===== src/rtl/param_register_file.sv =====
// Multi-port register file with a per-register busy scoreboard.
// Writes and reservations commit on the rising edge; read data is captured on
// the falling edge, so a value written at a rising edge is readable within the
// same cycle without a bypass path.
module param_register_file #(
  parameter int unsigned DATA_W   = 32,
  parameter int unsigned ADDR_W   = 5,
  parameter int unsigned NUM_RD   = 2,
  parameter int unsigned NUM_WR   = 2,
  parameter int unsigned ZERO_REG = 1
) (
  input  logic                       clk,
  input  logic                       rst,
  input  logic [NUM_RD*ADDR_W-1:0]   rdAddr,
  output logic [NUM_RD*DATA_W-1:0]   rdData,
  output logic [NUM_RD-1:0]          rdBusy,
  input  logic [NUM_WR-1:0]          wrEn,
  input  logic [NUM_WR*ADDR_W-1:0]   wrAddr,
  input  logic [NUM_WR*DATA_W-1:0]   wrData,
  input  logic                       rsvEn,
  input  logic [ADDR_W-1:0]          rsvAddr
);

  localparam int unsigned DEPTH = 2**ADDR_W;

  logic [DATA_W-1:0] mem [DEPTH];
  logic [DEPTH-1:0]  busy;

  // Register 0 never changes when it is hardwired to zero.
  function automatic logic writable(input logic [ADDR_W-1:0] a);
    return !((ZERO_REG != 0) && (a == '0));
  endfunction

  // Ports are applied in ascending order so the highest-indexed port wins a
  // conflict; the reservation is applied last so a new producer keeps busy set.
  always_ff @(posedge clk or posedge rst) begin
    if (rst) begin
      for (int unsigned i = 0; i < DEPTH; i++) begin
        mem[i] <= '0;
      end
      busy <= '0;
    end else begin
      for (int unsigned w = 0; w < NUM_WR; w++) begin
        if (wrEn[w] && writable(wrAddr[w*ADDR_W +: ADDR_W])) begin
          mem[wrAddr[w*ADDR_W +: ADDR_W]]  <= wrData[w*DATA_W +: DATA_W];
          busy[wrAddr[w*ADDR_W +: ADDR_W]] <= 1'b0;
        end
      end
      if (rsvEn && writable(rsvAddr)) begin
        busy[rsvAddr] <= 1'b1;
      end
    end
  end

  always_ff @(negedge clk or posedge rst) begin
    if (rst) begin
      rdData <= '0;
    end else begin
      for (int unsigned p = 0; p < NUM_RD; p++) begin
        rdData[p*DATA_W +: DATA_W] <= mem[rdAddr[p*ADDR_W +: ADDR_W]];
      end
    end
  end

  always_comb begin
    rdBusy = '0;
    for (int unsigned p = 0; p < NUM_RD; p++) begin
      rdBusy[p] = busy[rdAddr[p*ADDR_W +: ADDR_W]];
    end
  end

endmodule

===== config.mk =====
export PLATFORM = sky130hd
export DESIGN_NAME = param_register_file
export DESIGN_NICKNAME = d
export VERILOG_FILES = /design/src/rtl/param_register_file.sv
export SDC_FILE = /design/constraint.sdc
export NUM_CORES = 2
export LEC_CHECK = 0
export BUFFER_PORTS_ARGS = -buffer_cell sky130_fd_sc_hd__buf_2
export CAP_MARGIN = 20
export CORE_ASPECT_RATIO = 0.75
export CORE_MARGIN = 8
export CORE_UTILIZATION = 38
export DETAILED_ROUTE_END_ITERATION = 8
export PLACE_DENSITY = 0.6
export SYNTH_ARGS = -nofsm -noshare
export SYNTH_HDL_FRONTEND = slang
export SYNTH_SLANG_ARGS = --single-unit

===== constraint.sdc =====
create_clock -name clk -period 49.1 [get_ports clk]
set_clock_uncertainty 0.05 [all_clocks]
set_input_delay 4.91 -clock clk [delete_from_list [all_inputs] [get_ports clk]]
set_output_delay 4.91 -clock clk [all_outputs]
set_load 0.005 [all_outputs]

==> impl_metrics.tcl <==
set metrics [dict create \
    run_status "completed" \
    seq_area_frac_synth 0.411 \
    fin_util 0.414 \
    clk_pin_slew_ns 0.06 \
    intPower_uw 1980 \
    cellLeakagePower_uw 0.0326 \
    grt_pass1_wl_mm 411 \
    cp.depth 9 \
    end_kind "register" \
    cts_buffer_depth 3 \
    hold_path_class "register to register" \
    dr.pass1.iters 8 \
    clkSinkCount 1120 \
    synth_commonest_cells "mux2i_1, dfrtp_1, nand2_1" \
    fp.dieW_um 505 \
    gp_congestion 0.872 \
    core_um2 178000 \
    switching_power_uw 967 \
    dp_slack_ns 15.05 \
    fp.dieArea_um2 193000 \
    post-cts-setup-buffers 0 \
    cts_root_buf "clkbuf_16" \
    synthCells 7346 \
    critical_path_peak_fanout 93 \
    placedCellCount 9175 \
    tns_ns 0 \
    synth_edf_count 0 \
    drive_gt1_frac 0.0789 \
    r2r_slack_ns 22.58 \
    drc 0 \
    portBuffers 159 \
    ant_nets 0 \
    num_rows 134 \
    crit_end "rdData[58]$_DFF_NP0_" \
    worst_ep_arrival_time_ns 9.23 \
    r2r-end "rdData[44]$_DFF_NP0_" \
    setup_ws_ns 15.77 \
    routed_wl_mm 289 \
    synthFlopType "dfrtp_1" \
    powerDensity_nw_per_um2 40.0 \
    drv_cap 0 \
    clkLatencyLatePin_ns 0.75 \
    p_sw_frac 0.328 \
    power_frac_seq 0.461 \
    ctsHoldBuffers 0 \
    grt_max_degree 166 \
    syn-num-nets 7440 \
    drtIter0Drc 8316 \
    yosysMostFrequentCell "mux2i_1" \
    grt_pass1_vias 55500 \
    start_kind "primary input" \
    fin_cells 9414 \
    antenna_found_initial 46 \
    vias 59000 \
    via_per_inst 6.27 \
    yosysUniqueCellTypes 46 \
    syn_area_um2 68200 \
    tightest_slew_ns 1.22 \
    p_comb_frac 0.228 \
    overflow 0 \
    slew_headroom 0.187 \
    critPathMostFrequentCell "buf_4" \
    power.total_uw 2950 \
    wl_per_cell_um 30.7 \
    finalMaxSlewViolations 0 \
    vdd.ir_drop.worst_mv 0.0282 \
    syn_to_final_growth_pct 8.02 \
    cts_buffers 112 \
    cts_tree "yes" \
    worst_r2r_path_depth 5 \
    fin_nets 7008 \
    ys_warn_count 0 \
    worstPathCellList "buf_8 > buf_4 > buf_4 > buf_4 > mux2i_1 > a22o_1 > nor3_1 > a31oi_1 > nand3_1" \
    reg2reg_from "mem[940]$_DFF_PP0_" \
    syn_area_per_cell_um2 9.29 \
    fp.dieH_um 383 \
    worst-path-buf-inv 4 \
    synth_seq_cells 1120 \
    crit_required_ns 25.00 \
    hold_violations 0 \
    setup_viol 0 \
    max_stage_delay_ns 0.92 \
    postSynth.asyncResetShare 1.00 \
    yosys.area.top_type "dfrtp_1" \
    rsz0062_at_grt "false" \
    h-tree-depth 3 \
    synth_top_area_share 0.387 \
    ios 160 \
    slowest_stage "buf_4" \
    cp_top_family "buffers and inverters" \
    start_util 0.383 \
    gr-usage-all-layers 0.285 \
    startpoint "rdAddr[6]" \
    clkPwrFrac 0.311 \
    netlist_top_cells_area "dfrtp_1, mux2i_1, a21oi_1" \
    cts_resized 0 \
    dp_hpwl_mm 160 \
    path_class "primary input to register" \
]
-- layer usage --
layer	routed length (µm)	track usage
met5	61	0
met2	120000	0.412
met1	117000	0.387
met4	16500	0.143
met3	35900	0.0856
-- how the worst min path moves through the flow --
stage / from / end / depth (start not counted)
5_1_grt: mem[1004]$_DFF_PP0_ / mem[1004]$_DFF_PP0_ / 0
3_5_place_dp: mem[1004]$_DFF_PP0_ / mem[1004]$_DFF_PP0_ / 0
3_3_place_gp: mem[1020]$_DFF_PP0_ / mem[1020]$_DFF_PP0_ / 0
4_1_cts: mem[1004]$_DFF_PP0_ / mem[1004]$_DFF_PP0_ / 0
2_1_floorplan: busy[0]$_DFF_PP0_ / busy[0]$_DFF_PP0_ / 1
6_report: mem[1004]$_DFF_PP0_ / mem[1004]$_DFF_PP0_ / 0
-- placed cells by master (no fill, tap or decap), types with 28 or more instances in the layout --
| cell type | synthesis | final |
|---|---|---|
| buf_4 | 55 | 115 |
| nand3_1 | 204 | 203 |
| o21ai_1 | 181 | 181 |
| buf_2 | 170 | 156 |
| dfrtp_1 | 1056 | 1056 |
| a22o_1 | 142 | 142 |
| a31oi_1 | 133 | 133 |
| a21oi_1 | 705 | 705 |
| dfrtn_1 | 64 | 64 |
| nor2_4 | 11 | 33 |
| nand2_1 | 814 | 790 |
| nor2_1 | 622 | 602 |
| o21ai_0 | 253 | 253 |
| diode_2 | 0 | 28 |
| nor3_1 | 70 | 69 |
| a22oi_1 | 219 | 219 |
| clkbuf_1 | 526 | 32 |
| mux2i_1 | 1888 | 1888 |
| clkbuf_16 | 0 | 112 |
| a32oi_1 | 63 | 63 |
-- per-stage QoR --
step | area [µm²] | hold slack [ns]
3_3_place_gp | 69700 | 0.334
5_1_grt | 73700 | 0.354
2_1_floorplan | 68200 | 0.399
6_report | 73700 | 0.348
4_1_cts | 73500 | 0.351
3_5_place_dp | 69700 | 0.338
-- power by group through the flow --
stage               registers (µW)  clock network [µW]  logic, µW
floorplan                     1310                   0        513
global placement              1350                   0        641
detailed placement            1370                   0        662
CTS                           1350                 921        662
global route                  1390                 957        739
finish                        1360                 916        671
-- worst reg2reg max path, stage by stage (launching register included) --
cell	delay, ns
dfrtp_1	0.40
mux2i_1	0.15
a22o_1	0.16
nor3_1	0.06
a31oi_1	0.25
nand3_1	0.46
-- final cells by class --
class	instances	area, µm²
repair buffers	288	2000
inverters	4	18.8
fillers	17200	104000
diodes	28	70.1
flip-flops and latches	1120	28000
clock inverters	36	478
clock buffers	170	3280
multi-input cells	5388	36800
well taps	2380	2980
-- sequential cells by signal (all words and copies together), names as in the netlist --
| signal | count |
|---|---|
| busy | 32 |
| mem | 1024 |
| rdData | 64 |
-- cell families after synthesis --
logic type | count (synthesis) | synth area share
multiplexers | 1888 | 0.277
AND/OR/NAND/NOR | 1790 | 0.109
AO/OA/AOI/OAI | 1710 | 0.148
flip-flops | 1120 | 0.411
buffers and inverters | 838 | 0.0550
(Power assumes the default switching activity.)
